### src/rtl/range_frame_sequencer.sv
// range_frame_sequencer
//   Upstream feeder for the range-finder stage. It collects one frame of samples from a
//   valid/ready stream (in_last marks the final sample) into a small buffer. It then replays
//   the frame as a single gap-free burst on the finder's go/finish/data protocol.
//   A frame that would not fit in the buffer is dropped, and the sticky overflow flag is set.
//
//   Parameters
//     WIDTH       sample width (matches the range finder)
//     DEPTH       buffer depth in samples; power of two, >= 2
//
//   Ports
//     clock       single clock, all logic on the rising edge
//     reset       synchronous, active-high
//     in_data     input sample
//     in_valid    in_data is valid
//     in_last     final sample of the frame (only meaningful with in_valid)
//     in_ready    a beat is accepted this cycle when in_valid & in_ready
//     out_data    registered sample to the finder
//     out_go      registered go, high with the first sample of a burst
//     out_finish  registered finish, high with the last sample of a burst
//     busy        high while a burst is being replayed
//     overflow    sticky: a frame exceeded DEPTH and was dropped (cleared by reset)
//     frame_cnt   [RFS_FRAME_CNT_EN only] number of completed bursts, wraps at 16 bits
//
//   Optional feature macro: RFS_FRAME_CNT_EN adds the frame_cnt port and counter.
module range_frame_sequencer #(
  parameter int WIDTH = 16,
  parameter int DEPTH = 16
) (
  input  logic             clock,
  input  logic             reset,
  input  logic [WIDTH-1:0] in_data,
  input  logic             in_valid,
  input  logic             in_last,
  output logic             in_ready,
  output logic [WIDTH-1:0] out_data,
  output logic             out_go,
  output logic             out_finish,
  output logic             busy,
  output logic             overflow
`ifdef RFS_FRAME_CNT_EN
  ,
  output logic [15:0]      frame_cnt
`endif
);

  localparam int AW = $clog2(DEPTH);
  localparam logic [AW:0]   FULL    = (AW+1)'(DEPTH);
  localparam logic [AW:0]   CNT_ONE = (AW+1)'(1);
  localparam logic [AW-1:0] PTR_ONE = AW'(1);

  typedef enum logic [1:0] {FILL, DRAIN, DISCARD} state_t;

  state_t           state;
  logic [AW-1:0]    wr_ptr;
  logic [AW-1:0]    rd_ptr;
  logic [AW:0]      count;
  logic             first;
  logic [WIDTH-1:0] mem [DEPTH];
  logic             accept;

  // Ready depends only on the registered state and fill level.
  always_comb begin
    in_ready = 1'b0;
    case (state)
      FILL:    in_ready = (count < FULL);
      DISCARD: in_ready = 1'b1;
      default: in_ready = 1'b0;
    endcase
  end

  assign accept = in_valid & in_ready;

  // Sample storage. It needs no reset because count decides which entries are valid.
  always_ff @(posedge clock) begin
    if (state == FILL && accept) begin
      mem[wr_ptr] <= in_data;
    end
  end

  // Main sequencer with registered outputs.
  // During DRAIN, 'first' marks the go cycle. Count stays at 1 across the go cycle of a
  // single-sample frame so that the finish cycle repeats s0 and go never coincides with finish.
  always_ff @(posedge clock) begin
    if (reset) begin
      state      <= FILL;
      wr_ptr     <= '0;
      rd_ptr     <= '0;
      count      <= '0;
      first      <= 1'b0;
      out_data   <= '0;
      out_go     <= 1'b0;
      out_finish <= 1'b0;
      busy       <= 1'b0;
      overflow   <= 1'b0;
    end else begin
      case (state)
        FILL: begin
          out_go     <= 1'b0;
          out_finish <= 1'b0;
          if (accept) begin
            if (in_last) begin
              state  <= DRAIN;
              busy   <= 1'b1;
              first  <= 1'b1;
              wr_ptr <= wr_ptr + PTR_ONE;
              count  <= count + CNT_ONE;
            end else if (count == FULL - CNT_ONE) begin
              // The last slot was filled without an end of frame, so drop the whole frame.
              state    <= DISCARD;
              overflow <= 1'b1;
              count    <= '0;
              wr_ptr   <= '0;
              rd_ptr   <= '0;
            end else begin
              wr_ptr <= wr_ptr + PTR_ONE;
              count  <= count + CNT_ONE;
            end
          end
        end

        DRAIN: begin
          out_data <= mem[rd_ptr];
          if (first) begin
            out_go     <= 1'b1;
            out_finish <= 1'b0;
            first      <= 1'b0;
            if (count != CNT_ONE) begin
              rd_ptr <= rd_ptr + PTR_ONE;
              count  <= count - CNT_ONE;
            end
          end else begin
            out_go <= 1'b0;
            if (count == CNT_ONE) begin
              out_finish <= 1'b1;
              state      <= FILL;
              busy       <= 1'b0;
              count      <= '0;
              wr_ptr     <= '0;
              rd_ptr     <= '0;
            end else begin
              out_finish <= 1'b0;
              rd_ptr     <= rd_ptr + PTR_ONE;
              count      <= count - CNT_ONE;
            end
          end
        end

        DISCARD: begin
          out_go     <= 1'b0;
          out_finish <= 1'b0;
          if (in_valid && in_last) begin
            state <= FILL;
          end
        end

        default: begin
          state <= FILL;
        end
      endcase
    end
  end

`ifdef RFS_FRAME_CNT_EN
  // Counts at the same edge that raises out_finish, so the count already includes the
  // burst while finish is visible. Dropped frames never reach finish, so they are not counted.
  always_ff @(posedge clock) begin
    if (reset) begin
      frame_cnt <= 16'd0;
    end else if (state == DRAIN && !first && count == CNT_ONE) begin
      frame_cnt <= frame_cnt + 16'd1;
    end
  end
`else
  // No frame counter in this build.
`endif

endmodule
### config.mk
export PLATFORM = sky130hd
export DESIGN_NAME = range_frame_sequencer
export DESIGN_NICKNAME = d
export VERILOG_FILES = /design/src/rtl/range_frame_sequencer.sv
export SDC_FILE = /design/constraint.sdc
export NUM_CORES = 1
export LEC_CHECK = 0
export ABC_AREA = 0
export CAP_MARGIN = 30
export CORE_ASPECT_RATIO = 0.7
export CORE_UTILIZATION = 60
export DETAILED_ROUTE_END_ITERATION = 10
export PLACE_DENSITY = 0.75
export SETUP_SLACK_MARGIN = 0.05
export SLEW_MARGIN = 5
export SYNTH_ARGS = -nofsm -noshare
export SYNTH_HDL_FRONTEND = slang
export SYNTH_SLANG_ARGS = --single-unit
### constraint.sdc
create_clock -name clock -period 3.83 [get_ports clock]
set_input_delay 0.5745 -clock clock [delete_from_list [all_inputs] [get_ports clock]]
set_output_delay 0.5745 -clock clock [all_outputs]
set_load 0.02 [all_outputs]
# Word level (Yosys, flattened, before mapping)
# Memory sizes are Yosys's and may differ from the RTL's. A register that Yosys moved wholly into a read port is not among the register bits.
# Cells that the tools add are included.
[totals]
ff_bits = 20
ram_bits = 256
input_bits = 20
memories = 1
[memory_table]
columns = ["name", "words", "word_bits", "rd", "rd_ports_with_merged_regs", "write_ports", "line", "rtl"]
rows = [
  ["mem", 16, 16, 1, 1, 1, "59", "logic [WIDTH-1:0] mem [DEPTH];"],
]
[op_classes]
add_sub_neg = 4
n_lt_le_gt_ge = 1
eq_ne = 14
mux = 41
n_bitwise = 2
reduce_logical = 13
[op_table]
columns = ["op", "count"]
rows = [
  ["4-bit two-way mux", 11],
  ["5-bit two-way mux", 6],
  ["4-bit case mux with 2 select lines", 2],
  ["5-bit AND reduction", 3],
  ["2-bit two-way mux", 6],
  ["2-bit != test (second input constant)", 6],
  ["1-bit case mux with 2 select lines", 5],
  ["5-bit case mux with 2 select lines", 1],
  ["1-bit two-way mux", 9],
  ["4-bit by 1-bit adder with 4-bit output (second input constant)", 2],
  ["4-bit AND reduction", 2],
  ["2-bit case mux with 3 select lines", 1],
  ["3-bit AND reduction", 2],
  ["5-bit by 1-bit adder with 5-bit output (second input constant)", 1],
  ["5-bit by 1-bit == test with 1-bit output (second input constant)", 1],
  ["5-bit by 4-bit == test with 1-bit output (second input constant)", 1],
  ["5-bit less-than comparator (second input constant)", 1],
  ["5-bit by 1-bit != test with 1-bit output (second input constant)", 1],
  ["5-bit by 1-bit subtractor with 5-bit output (second input constant)", 1],
  ["2-bit nonzero test", 2],
  ["3-bit by 2-bit != test with 1-bit output (second input constant)", 1],
  ["3-bit != test (second input constant)", 1],
  ["2-bit by 1-bit == test with 1-bit output (second input constant)", 1],
  ["2-bit == test (second input constant)", 1],
  ["6 further kinds", 7],
]

# Longest topological paths before layout
# Gate-level depths: netlist (run 1).
[depth]
ltp_word = 6
depth_mapped = 6

# Worst setup path before layout (run 1)
# Ideal clock, no wire load.
[synth_timing]
kind = "input port to flip-flop"
start = "in in_valid"
end = "mem mem[3][0] (enable)"
arrival_time_ns = 2.390
setup_slack_ns = 1.030
cell_stages = 4
cell_sequence = "and2b_1 -> nor3b_2 -> nand2_1 -> nor3_1"
[synth_between]
elab_chain_cells = 4
[synth_rtl]
columns = ["item", "line", "rtl"]
rows = [
  ["from (decl)", "33", "input logic in_valid,"],
  ["1-bit AND", "72", "assign accept = in_valid & in_ready;"],
  ["1-bit logical AND", "76", "if (state == FILL && accept) begin"],
  ["1-bit two-way mux", "76", ""],
  ["1-bit two-way mux (not written as such)", "77", "mem[wr_ptr] <= in_data;"],
  ["to (decl)", "59", ""],
]
# Every way passes these cells.

# Worst setup path after layout (run 1)
[layout_timing]
start = "reg state[1]"
end = "out in_ready"
[layout_between]
elab_chain_cells = 2
[layout_rtl]
columns = ["item", "line", "rtl"]
rows = [
  ["from (decl)", "54", "state_t state;"],
  ["from (signal assigned)", "86", "state <= FILL;"],
  ["from (signal assigned)", "103", "state <= DRAIN;"],
  ["from (signal assigned)", "110", "state <= DISCARD;"],
  ["2-bit == test / 2-bit zero test (equally long branches)", "65", "case (state)"],
  ["1-bit case mux with 2 select lines (*)", "65", ""],
  ["to (decl)", "35", "output logic in_ready,"],
]
# Mark *: on every way between the ends. The rest lies on a longest branch, timed or not.

==> results list, run 1 <==
- Run status: complete, no violations
* H-tree levels: 1
- HPWL after detailed placement: 14,990 microns
* Library cell used as clock root buffer: sky130_fd_sc_hd__clkbuf_16
* Leakage power: 4.075 nW
- Once detail routing completed, the nets flagged for antenna violations numbered 0.
* Cells resized by post-CTS repair: 0
- Maximum VDD drop: 0.0004279 V
* Highest routed layer: met4
- Period minus WS final: 3129 ps
- Of the available clock period, the critical path in the final layout requires 0.8168.
- After synthesis the netlist holds a flip-flop and latch count of 292.
- Top-level port count: 41
- Data required, critical path: 3260 ps
- Sequential area share after synthesis: 0.7355
- Width of the die: 167.0 microns
- The number of clock buffers added by TritonCTS is 26.
- Global placer's final weighted congestion: 0.8686
- Avg WL per Cell: 27.50 microns
- The most used flip-flop cell after synthesis is sky130_fd_sc_hd__edfxtp_1.
- Number of enable flip-flop cells after synthesis: 256
* PD cells: 513.2 mW/mm^2
- After clock tree synthesis, the setup repair step added 0 buffers.
* Path type of the worst min-delay path: register to register
- Setup violations remaining at the end of the flow were counted as 0.
- Post-CTS clock slew at the launch and capture registers of the worst setup and hold paths: 70 ps
* Count of hold buffers inserted by post-cts repair: 0
- Synthesis produced a netlist whose cell count is 600.
- For this run, the post-layout net count is 689.
- Detailed-route DRC error count: 0
- During synthesis, Yosys emitted a total of 0 warnings.
- Worst Path Max Fanout: 21
* Via count of the first global-routing pass: 6,129
* Final Max Tran Viols: 0
* DRT Pass-1 Iters: 5
* Critical Setup Path Class: register to output port
- Based on the critical path, the design can be clocked at up to 319.6 MHz.
* First-pass GRT wire length: 38,050 microns
- # port buffers: 40
- Synthesis instantiated 53 different standard cells from the library.
* Final Routed Wirelength: 25,210 microns
* Vias after detailed routing: 6,112
- Synth async-reset ratio: 0
- Initial antenna violation count: 0
- The worst setup path is captured at an output port.
* Overall overflow remaining after global route: 0
- The first routing iteration left 699 violations.
* Startpoint types: register
- TritonCTS built the clock tree.
- Floorplan die area: 0.01962 sq mm
- Hold Vio Cnt, Final: 0
* Max_slew headroom: 0.3985
- Die height: 117.5 microns
- In the post-route analysis, the smallest setup slack over all paths is 701.5 ps.
- Largest net degree at the start of global routing: 68
- Data arrival at the endpoint of the critical path: 2550 ps
- Synthesis produced a netlist with a net count of 628.
- After routing, the total negative slack on setup checks comes to 0 ps.
- Core box area: 0.01831 sq mm
* Starting utilization of the core area: 0.6242
- Before CTS, the worst setup slack after placement is 939.3 ps.
- RSZ-0062 raised after global routing: no
- Summing every instance area after synthesis gives 0.01143 sq mm.
- In the final layout, the share of cells above drive strength 1 is 0.2232.
- Diodes inserted: 0
* Max Cap Violations: 0
- Insertion delay to the later sink of the worst-skew pair: 530 ps
- Total routing usage reported by global routing: 0.2680
* Clock sinks: 292
* Clock tree buffer depth: 3
- Least-Margin Pin Slew: 895.5 ps
- The clock arrives with 11.04 ps of skew.
- Dividing the detail-routed via count by the number of cells gives 6.665.
- Per-instance average area after synthesis: 19.05 sq um
- Area Growth Syn to Fin: 15.19%
- Wire segments on met3 add up to 1976 microns in the final route.
- The initialized floorplan defines 41 standard-cell rows.
* Metal2 WL: 12,590 microns
- Routed length on met1: 10,160 microns
registers in the layout, indices dropped and copies added, names as in the netlist, 2 cells and up:
register	count
mem	256
rd_ptr	4
state	2
count	5
out_data	16
wr_ptr	4
per-layer routing:
layer / up-vias / GRT usage
met5: - / 0
met4: 0 / 0.06308
met3: 42 / 0.05346
met2: 316 / 0.4399
met1: 3164 / 0.3760
li1: 2590 / -
critical path, cell delays in order (launching register included):
cell and delay (ps):
sky130_fd_sc_hd__dfxtp_1 860, sky130_fd_sc_hd__inv_1 250, sky130_fd_sc_hd__a21oi_1 270, sky130_fd_sc_hd__clkdlybuf4s50_1 650
cells in the mapped netlist (2+ instances only):
| master | n | area (sq um) |
|---|---|---|
| sky130_fd_sc_hd__mux4_2 | 64 | 1441 |
| sky130_fd_sc_hd__inv_1 | 8 | 30.03 |
| sky130_fd_sc_hd__clkbuf_1 | 14 | 52.55 |
| sky130_fd_sc_hd__o211ai_1 | 18 | 135.1 |
| sky130_fd_sc_hd__a31oi_1 | 3 | 18.77 |
| sky130_fd_sc_hd__a21o_1 | 3 | 22.52 |
| sky130_fd_sc_hd__nand3_1 | 10 | 50.05 |
| sky130_fd_sc_hd__buf_2 | 10 | 50.05 |
| sky130_fd_sc_hd__ha_1 | 8 | 100.1 |
| sky130_fd_sc_hd__a22oi_1 | 16 | 120.1 |
| sky130_fd_sc_hd__buf_6 | 3 | 33.78 |
| sky130_fd_sc_hd__nand2b_1 | 6 | 37.54 |
| sky130_fd_sc_hd__and3_1 | 3 | 18.77 |
| sky130_fd_sc_hd__mux2i_1 | 19 | 190.2 |
| sky130_fd_sc_hd__buf_1 | 3 | 11.26 |
| sky130_fd_sc_hd__dfxtp_1 | 36 | 720.7 |
| sky130_fd_sc_hd__nor2b_1 | 2 | 12.51 |
| sky130_fd_sc_hd__o21ai_0 | 5 | 25.02 |
| sky130_fd_sc_hd__and2_1 | 2 | 12.51 |
| sky130_fd_sc_hd__nand2_1 | 29 | 108.9 |
| sky130_fd_sc_hd__a21oi_1 | 16 | 80.08 |
| sky130_fd_sc_hd__nor2_1 | 20 | 75.07 |
| sky130_fd_sc_hd__or4b_1 | 2 | 20.02 |
| sky130_fd_sc_hd__o21a_1 | 2 | 15.01 |
| sky130_fd_sc_hd__edfxtp_1 | 256 | 7687 |
| sky130_fd_sc_hd__nor3_1 | 8 | 40.04 |
| sky130_fd_sc_hd__nor3b_1 | 2 | 15.01 |
| sky130_fd_sc_hd__a211oi_1 | 7 | 52.55 |
per-stage QoR:
stage / utilization / power, mW / hold slack (ps) / instance area (sq um) / std cells
5_1_grt: 0.7191 / 6.959 / 518.2 / 13170 / 917
3_3_place_gp: 0.6689 / 4.031 / 455.7 / 12250 / 869
4_1_cts: 0.7191 / 6.788 / 471.1 / 13170 / 917
6_report: 0.7191 / 6.759 / 473.6 / 13170 / 917
2_1_floorplan: - / 3.866 / 495.3 / 11430 / 600
3_5_place_dp: 0.6689 / 4.049 / 451.9 / 12250 / 869
cells by family after synthesis:
logic type               Yosys count  synth area share
multiplexers                      84            0.1437
AO/OA/AOI/OAI                     78           0.04783
XOR/XNOR                           1         0.0007663
flip-flops                       292            0.7355
adder cells (fa/ha/maj)            8          0.008756
AND/OR/NAND/NOR                   98           0.04728
buffers and inverters             39           0.01620
path summary, 6_finish.rpt:
check / end / cells after the start / from / slack (ps)
min: out_data[7] / 2 / out_data[7] / 470
max reg2reg: out_data[3] / 5 / state[0] / 1420
max: in_ready / 3 / state[1] / 700
min reg2reg: out_data[7] / 2 / out_data[7] / 470
area by class of cell:
| type | instances | area [sq um] |
|---|---|---|
| tap | 236 | 295.3 |
| sequential | 292 | 8413 |
| clock inverter | 8 | 175.2 |
| clock buffer | 40 | 743.2 |
| inverter | 8 | 30.03 |
| fill | 1117 | 5145 |
| multi-input combinational | 269 | 2907 |
| timing repair buffer | 64 | 605.6 |
report_power, final:
| part | switching, mW | internal, mW | total [mW] |
|---|---|---|---|
| clock network | 1.09 | 1.67 | 2.77 |
| logic | 0.234 | 0.174 | 0.408 |
| registers | 0.0592 | 3.52 | 3.58 |
| total | 1.39 | 5.37 | 6.76 |
placed cells by master (no fill, tap or decap), types with 2 or more instances in the layout:
cell type | Yosys | final
sky130_fd_sc_hd__a21oi_1 | 16 | 16
sky130_fd_sc_hd__nor2b_1 | 2 | 2
sky130_fd_sc_hd__clkdlybuf4s50_1 | 0 | 40
sky130_fd_sc_hd__a22oi_1 | 16 | 16
sky130_fd_sc_hd__ha_1 | 8 | 8
sky130_fd_sc_hd__and2_1 | 2 | 2
sky130_fd_sc_hd__nor3_1 | 8 | 4
sky130_fd_sc_hd__o21a_1 | 2 | 2
sky130_fd_sc_hd__nor3_2 | 0 | 4
sky130_fd_sc_hd__edfxtp_1 | 256 | 256
sky130_fd_sc_hd__a211oi_1 | 7 | 7
sky130_fd_sc_hd__o21ai_0 | 5 | 5
sky130_fd_sc_hd__inv_1 | 8 | 8
sky130_fd_sc_hd__mux4_2 | 64 | 64
sky130_fd_sc_hd__buf_4 | 1 | 22
sky130_fd_sc_hd__nand2_1 | 29 | 29
sky130_fd_sc_hd__and3_1 | 3 | 3
sky130_fd_sc_hd__clkbuf_8 | 0 | 4
sky130_fd_sc_hd__or4b_1 | 2 | 2
sky130_fd_sc_hd__nor2_2 | 0 | 12
sky130_fd_sc_hd__nand2b_1 | 6 | 6
sky130_fd_sc_hd__mux2i_1 | 19 | 19
sky130_fd_sc_hd__o211ai_1 | 18 | 18
sky130_fd_sc_hd__clkbuf_1 | 14 | 10
sky130_fd_sc_hd__nor3b_1 | 2 | 2
sky130_fd_sc_hd__clkbuf_16 | 0 | 26
sky130_fd_sc_hd__dfxtp_1 | 36 | 34
sky130_fd_sc_hd__a31oi_1 | 3 | 3
sky130_fd_sc_hd__bufinv_16 | 0 | 5
sky130_fd_sc_hd__buf_12 | 0 | 2
sky130_fd_sc_hd__nor4b_4 | 1 | 2
sky130_fd_sc_hd__nand3_1 | 10 | 10
sky130_fd_sc_hd__nor2_1 | 20 | 8
sky130_fd_sc_hd__a21o_1 | 3 | 3
(Power assumes the default switching activity.)
==> run 2, diff against run 1 <==
- CORE_UTILIZATION: 60 -> 55
- PLACE_DENSITY: 0.75 -> 0.73
- clock period: 3.83 -> 2.8 ns (I/O delays scaled with it)
==> run 2 against run 1 <==
Worst setup slack got worse by 380 ps. Sequential share of layout area down 0.56 points. Non-clock buffer count grew 7. Die area is 9.0% higher. Clock-buffer cell count fell by 2. Design area rose by 0.89%. Register-to-register slack got worse by 870 ps. Via count fell by 2.3%. Largest power group unchanged. Highest routed layer unchanged.
==> results list, run 2 (synthesized netlist as in run 1, its figures left out) <==
* Highest attainable clock frequency: 402.8 MHz
- The max-cap violation count came to 0 (unchanged).
* Core box area: 0.02007 sq mm (was 0.01831 sq mm)
* Detailed-route DRC error count: 0 (unchanged)
- Startpoint types: register (unchanged)
* Data required, critical path: 2380 ps (was 3260 ps)
* 1st-iter DRT viols: 661 (was 699)
* Post-CTS setup buffers: 0 (unchanged)
- Crit share post-route: 0.8866
- The sum of negative setup slack came to 0 ps (unchanged).
- Clock share of power: 0.395 (was 0.410)
- Area occupied by multi-input gates: 0.002907 sq mm (unchanged)
* Cell area reported after detailed placement: 0.01242 sq mm (was 0.01225 sq mm)
- Gate power share: 0.062 (was 0.060)
- The utilization after layout came to 0.6621 (was 0.7191).
- Path type of the worst min-delay path: register to register (unchanged)
* Number of setup violations in the final report: 0 (unchanged)
- Sequential standard cell area: 0.008414 sq mm (was 0.008413 sq mm)
- Via count of the first global-routing pass: 6,118 (was 6,129)
- Post-CTS clock slew at the launch and capture registers of the worst setup and hold paths: 60 ps (was 70 ps)
- The slew at the pin closest to its max-slew limit came to 774.0 ps (was 895.5 ps).
- Sequential share of power: 0.543 (was 0.530)
- The fraction of layout cells with a size suffix above 1 was 0.2326 (was 0.2232).
- The worst endpoint data arrival time was 2060 ps (was 2550 ps).
- Final Routed Wirelength: 23,170 microns (was 25,210 microns)
- The power density over the cells is 678.2 mW/mm^2 (was 513.2 mW/mm^2).
- The worst ir drop on vdd came to 0.0005278 V (was 0.0004279 V).
* Count of nets left with antenna violations after detail routing: 0 (unchanged)
- The endpoint kind of the worst setup timing path is an output port (unchanged).
* H-tree levels: 1 (unchanged)
- Slack of the critical path: 317.6 ps (was 701.5 ps)
- The via density per instance was 6.232 (was 6.665).
- Most common cell after layout, fill and taps aside: sky130_fd_sc_hd__edfxtp_1 (unchanged)
* Total routing usage reported by global routing: 0.2263 (was 0.2680)
- The buffer type at the clock tree root is sky130_fd_sc_hd__clkbuf_16 (unchanged).
- Floorplan die area: 0.02138 sq mm (was 0.01962 sq mm)
- RSZ-0062 raised after global routing: no (unchanged).
* Most frequent cells in the layout: sky130_fd_sc_hd__edfxtp_1 (256), sky130_fd_sc_hd__mux4_2 (64), sky130_fd_sc_hd__clkdlybuf4s50_1 (40), sky130_fd_sc_hd__dfxtp_1 (33), sky130_fd_sc_hd__nand2_1 (29) (was sky130_fd_sc_hd__edfxtp_1 (256), sky130_fd_sc_hd__mux4_2 (64), sky130_fd_sc_hd__clkdlybuf4s50_1 (40), sky130_fd_sc_hd__dfxtp_1 (34), sky130_fd_sc_hd__nand2_1 (29))
- Net Switching: 1.877 mW (was 1.388 mW)
- The horizontal die dimension was 174.3 microns (was 167.0 microns).
- The highest cell delay on the worst timing path was 620 ps (was 860 ps).
- Register with the highest flop count: mem (unchanged)
- The critical-path maximum fanout is 16 (was 21).
- Fillers: 1,317 (was 1,117)
- Final std cell area, no fill: 0.01329 sq mm (was 0.01317 sq mm)
* DRT Pass-1 Iters: 5 (unchanged)
- The number of rows in the core area is 43 (was 41).
- The switching part of the total power is 0.2083 (was 0.2053).
* Slowest stage cell, crit path: sky130_fd_sc_hd__clkdlybuf4s50_1 (was sky130_fd_sc_hd__dfxtp_1)
- Hold Vio Cnt, Final: 0 (unchanged)
* Area Growth Syn to Fin: 16.22% (was 15.19%)
- The maximum clock insertion buffer count was 3 (unchanged).
* Die height: 122.6 microns (was 117.5 microns)
- Insertion delay to the later sink of the worst-skew pair: 530 ps (about the same)
* Initial antenna violation count: 0 (unchanged)
- The number of nets in the layout is 696 (was 689).
* Largest register FFs: 256 (unchanged)
- Avg WL per Cell: 24.18 microns (was 27.50 microns)
- # port buffers: 40 (unchanged)
* Final-layout worst hold slack: 466.6 ps (was 473.6 ps)
- Cell breakdown of the critical path: inv_1 > a21oi_1 > clkdlybuf4s50_1 (unchanged).
- Maximum clock skew at final layout: 16.17 ps (was 11.04 ps)
* Vias after detailed routing: 5,970 (was 6,112)
- Biggest registers after layout: mem: 256 flops, out_data: 16 flops, count: 5 flops (unchanged).
- The total inserted antenna cells is 0 (unchanged).
- The pin count of the biggest net entering global routing was 31 (was 68).
- Overall overflow remaining after global route: 0 (unchanged)
- The count of pins on the block boundary was 41 (unchanged).
- The number of clock buffers inserted by TritonCTS is 26 (unchanged).
* Global placer's final weighted congestion: 0.8270 (was 0.8686)
- Critical Setup Path Class: register to output port (unchanged)
- The number of pins exceeding their max-slew limit in the final report was 0 (unchanged).
* Period minus WS final: 2482 ps
- Run status: complete, no violations (unchanged)
- The half-perimeter wire length after detailed placement is 14,740 microns (was 14,990 microns).
- The worst setup slack after placement is 313.8 ps (was 939.3 ps).
* Clock sinks: 292 (unchanged)
- The leakage power summed over all cells was 4.110 nW (was 4.075 nW).
- The worst relative slew slack came to 0.4821 (was 0.3985).
* Starting utilization of the core area: 0.5697 (was 0.6242)
- Internal: 7.134 mW (was 5.371 mW)
* First-pass GRT wire length: 35,630 microns (was 38,050 microns)
- The TritonCTS clock tree is yes (unchanged).
==> run 2: power groups by stage <==
stage | Sequential, mW | Combinational, mW | Clock [mW]
3_5_place_dp | 4.98 | 0.555 | 0
4_1_cts | 4.89 | 0.561 | 3.61
5_1_grt | 4.90 | 0.601 | 3.78
2_1_floorplan | 4.97 | 0.318 | 0
3_3_place_gp | 4.98 | 0.537 | 0
6_report | 4.89 | 0.559 | 3.56
==> run 2: worst paths after layout <==
path / start / to / cells past startpoint / slack, ps
max: state[1] / in_ready / 3 / 320
min: out_finish / out_finish / 2 / 470
max reg2reg: count[0] / count[3] / 5 / 550
min reg2reg: out_finish / out_finish / 2 / 470
==> run 2: critical path: cells and delay by family (launching register included) <==
family                 cells  cell delay (ps)
AOI/OAI and AO/OA          1              160
buffers and inverters      2              810
DFF                        1              560
==> run 2: area by class of cell <==
class / instances / share of cell area
inverter: 8 / 0.002260
timing repair buffer: 71 / 0.05547
sequential: 292 / 0.6333
multi-input combinational: 269 / 0.2188
tap: 270 / 0.02543
clock inverter: 10 / 0.007063
clock buffer: 38 / 0.05773
==> run 2: stage by stage <==
stage / instances / total power [mW]
after floorplan: 600 / 5.288
after CTS: 958 / 9.065
after detailed placement: 910 / 5.536
after global placement: 909 / 5.514
final: 958 / 9.011
after global routing: 958 / 9.279
==> run 2: repair_timing <==
action / CTS / global route
gates resized for setup: 1 / 0
setup endpoints to repair: 1 / 0
hold buffers: 0 / 0
==> run 2: metal layers <==
| layer | up-vias | track usage | share of wire |
|---|---|---|---|
| li1 | 2587 | - | - |
| met1 | 3098 | 0.3340 | 0.45 |
| met2 | 242 | 0.3531 | 0.46 |
| met3 | 43 | 0.03346 | 0.066 |
| met4 | 0 | 0.07401 | 0.028 |
| met5 | - | 0 | 0 |
==> run 3, diff against run 2 <==
- CORE_UTILIZATION: 55 -> 60
- PLACE_DENSITY: 0.73 -> 0.75
- clock period: 2.8 -> 3 ns (I/O delays scaled with it)
==> run 3 against run 2 <==
Via count down 0.35%. Sequential power decreased by 6.7%. Clock-buffer cell count shrank 4. Worst setup slack gained 370 ps. Design area decreased by 0.53%. Register-to-register slack improved by 220 ps. Critical path depth down 1. Flip-flop and latch count unchanged. Routed wire length rose by 1.4%. Critical path type unchanged. Critical endpoint unchanged.
==> results list, run 3 (synthesized netlist as in run 1, its figures left out) <==
* Depth of the worst register-to-register path: 5 (unchanged)
- Period minus WS final: 2308 ps
* Net total in the final layout: 702 (was 696)
- The sink count of the clock tree is 292 (unchanged).
* Final Max Tran Viols: 0 (unchanged)
- The worst relative slew slack is 0.5279 (was 0.4821).
* Cells resized by post-CTS repair: 0 (was 1)
* Final Routed Wirelength: 23,500 microns (was 23,170 microns)
- Post-Route Setup TNS: 0 ps (unchanged)
- Critical path buffer and inverter count: 1 (was 2)
- Crit path max-delay family: flip-flops (was buffers and inverters)
- The violation count after the first detailed-route iteration was 673 (was 661).
- Hold Vio Cnt, Final: 0 (unchanged)
* RSZ-0062 raised after global routing: no (unchanged)
- The combinational power share is 0.061 (was 0.062).
- The power density over the cells came to 638.1 mW/mm^2 (was 678.2 mW/mm^2).
- Clock tree buffer depth: 3 (unchanged)
* Via count of the first global-routing pass: 6,065 (was 6,118)
- The number of antenna violations at the first check in global routing came to 0 (unchanged).
- The via count came to 5,949 (was 5,970).
* Avg WL per Cell: 25.27 microns (was 24.18 microns)
- Maximum clock skew at final layout: 12.63 ps (was 16.17 ps)
- The critical path startpoint category is a register (unchanged).
* Path type of the worst min-delay path: register to register (unchanged)
- Total CTS buffers: 26 (unchanged)
- Count of nets left with antenna violations after detail routing: 0 (unchanged)
* Data required, critical path: 2550 ps (was 2380 ps)
- The number of buffers inserted by port buffering was 40 (unchanged).
* Clock share of power: 0.398 (was 0.395)
- Cell breakdown of the critical path: a21oi_1 > clkdlybuf4s50_1 (was inv_1 > a21oi_1 > clkdlybuf4s50_1)
* Cells on Worst Hold Path: 2 (unchanged)
- The switching part of the total power was 0.2112 (was 0.2083).
- Number of setup violations in the final report: 0 (unchanged)
- Most frequent cells in the layout: sky130_fd_sc_hd__edfxtp_1 (256), sky130_fd_sc_hd__mux4_2 (64), sky130_fd_sc_hd__clkdlybuf4s50_1 (40), sky130_fd_sc_hd__buf_4 (35), sky130_fd_sc_hd__dfxtp_1 (34) (was sky130_fd_sc_hd__edfxtp_1 (256), sky130_fd_sc_hd__mux4_2 (64), sky130_fd_sc_hd__clkdlybuf4s50_1 (40), sky130_fd_sc_hd__dfxtp_1 (33), sky130_fd_sc_hd__nand2_1 (29)).
* Floorplan die area: 0.01962 sq mm (was 0.02138 sq mm)
- In the finished design, the share of the clock period the worst path needs comes to 0.7694.
* Least-Margin Pin Slew: 705.9 ps (was 774.0 ps)
* Detailed-route DRC error count: 0 (unchanged)
* Fillers: 1,079 (was 1,317)
* TritonCTS clock tree: yes (unchanged)
* Internal: 6.652 mW (was 7.134 mW)
* Global placer's final weighted congestion: 0.8229 (was 0.8270)
- Cell area reported after detailed placement: 0.01235 sq mm (was 0.01242 sq mm)
* Cell Rows: 41 (was 43)
* Ratio of cells with drive above 1 in the final layout: 0.2406 (was 0.2326)
* Overall overflow remaining after global route: 0 (unchanged)
- Area Growth Syn to Fin: 15.61% (was 16.22%)
- The count of pins on the block boundary was 41 (unchanged).
- The number of flip-flops under the largest register name is 256 (unchanged).
- Stages on the worst setup path: 2 (was 3)
- The worst endpoint data arrival time was 1860 ps (was 2060 ps).
- The number of optimization iterations in the first detailed-route pass came to 5 (unchanged).
- The clock edge transition at the registers on the reported setup and hold paths was 70 ps (was 60 ps).
- The half-perimeter wire length after detailed placement is 14,300 microns (was 14,740 microns).
- The aggregate global-route resource usage was 0.2519 (was 0.2263).
- Largest net degree at the start of global routing: 42 (was 31)
- Worst Path Max Fanout: 15 (was 16)
- Register with the highest flop count: mem (unchanged)
- Highest attainable clock frequency: 433.2 MHz
- The insertion delay to the later sink of the worst-skew pair was 530 ps (about the same).
- Width of the die: 167.0 microns (was 174.3 microns)
- The startpoint-to-endpoint class of the critical path is register to output port (unchanged).
* Die height: 117.5 microns (was 122.6 microns)
* Max Cap Violations: 0 (unchanged)
- The H-tree depth came to 1 (unchanged).
- The leakage power summed over all cells is 4.125 nW (was 4.110 nW).
* Diodes inserted: 0 (unchanged)
- Most common cell after layout, fill and taps aside: sky130_fd_sc_hd__edfxtp_1 (unchanged)
* Run status: complete, no violations (unchanged)
- Capturing element type of the critical path: output port (unchanged)
* Core box area: 0.01831 sq mm (was 0.02007 sq mm)
- The share of power burned in registers is 0.541 (was 0.543).
* Starting utilization of the core area: 0.6242 (was 0.5697)
* Slowest stage cell, crit path: sky130_fd_sc_hd__dfxtp_1 (was sky130_fd_sc_hd__clkdlybuf4s50_1)
* Post-CTS setup buffers: 0 (unchanged)
- The count of hold-fix buffers inserted at cts is 0 (unchanged).
* First-pass GRT wire length: 36,600 microns (was 35,630 microns)
- Biggest registers after layout: mem: 256 flops, out_data: 16 flops, count: 5 flops (unchanged)
* Delay of the slowest critical-path stage: 650 ps (was 620 ps)
- Tot Pwr: 8.434 mW (was 9.011 mW)
- Library cell used as clock root buffer: sky130_fd_sc_hd__clkbuf_16 (unchanged)
* Net Switching: 1.781 mW (was 1.877 mW)
* Detail-routed via count per cell: 6.397 (was 6.232)
* Final std cell area, no fill: 0.01322 sq mm (was 0.01329 sq mm)
- The worst ir drop on vdd is 0.0005021 V (was 0.0005278 V).
-- run 3: worst reg2reg max path, delay by kind of cell, from the launching register on --
family | cells | cell delay [ps]
fa+ha+maj | 1 | 280
flops | 1 | 480
compound gates | 3 | 790
simple gates | 1 | 560
-- run 3: power by group through the flow --
stage / Sequential [mW] / Combinational (mW) / Clock (mW)
2_1_floorplan: 4.64 / 0.297 / 0
3_3_place_gp: 4.64 / 0.503 / 0
3_5_place_dp: 4.65 / 0.515 / 0
4_1_cts: 4.56 / 0.518 / 3.40
5_1_grt: 4.57 / 0.559 / 3.54
6_report: 4.56 / 0.517 / 3.36
-- run 3: layer usage --
metal | up-vias | global-route usage | part of all wire
li1 | 2608 | - | -
met1 | 3070 | 0.3917 | 0.44
met2 | 236 | 0.3842 | 0.47
met3 | 35 | 0.03396 | 0.071
met4 | 0 | 0.06308 | 0.021
met5 | - | 0 | 0
-- run 3: final cells by class --
class	count	area, sq um	share of cell area
sequential	292	8413	0.6366
clock inverter	14	157.7	0.01193
inverter	8	30.03	0.002272
timing repair buffer	77	703.2	0.05320
multi-input combinational	269	2907	0.2199
tap	236	295.3	0.02234
clock buffer	34	710.7	0.05377
-- run 3: per-stage QoR --
step / worst slack (ps) / std cells / util / hold WS (ps)
2_1_floorplan: 258.3 / 600 / - / 495.3
3_3_place_gp: 484.5 / 882 / 0.6743 / 454.3
3_5_place_dp: 391.2 / 882 / 0.6743 / 465.5
4_1_cts: 683.8 / 930 / 0.7217 / 480.0
5_1_grt: 617.6 / 930 / 0.7217 / 501.5
6_report: 691.8 / 930 / 0.7217 / 477.8
-- run 3: path summary, 6_finish.rpt --
kind                    start     endpoint  slack, ps
setup / recovery     state[0]     in_ready        690
hold / removal    out_data[8]  out_data[8]        480
setup reg to reg     count[0]     count[3]        770
hold reg to reg   out_data[8]  out_data[8]        480
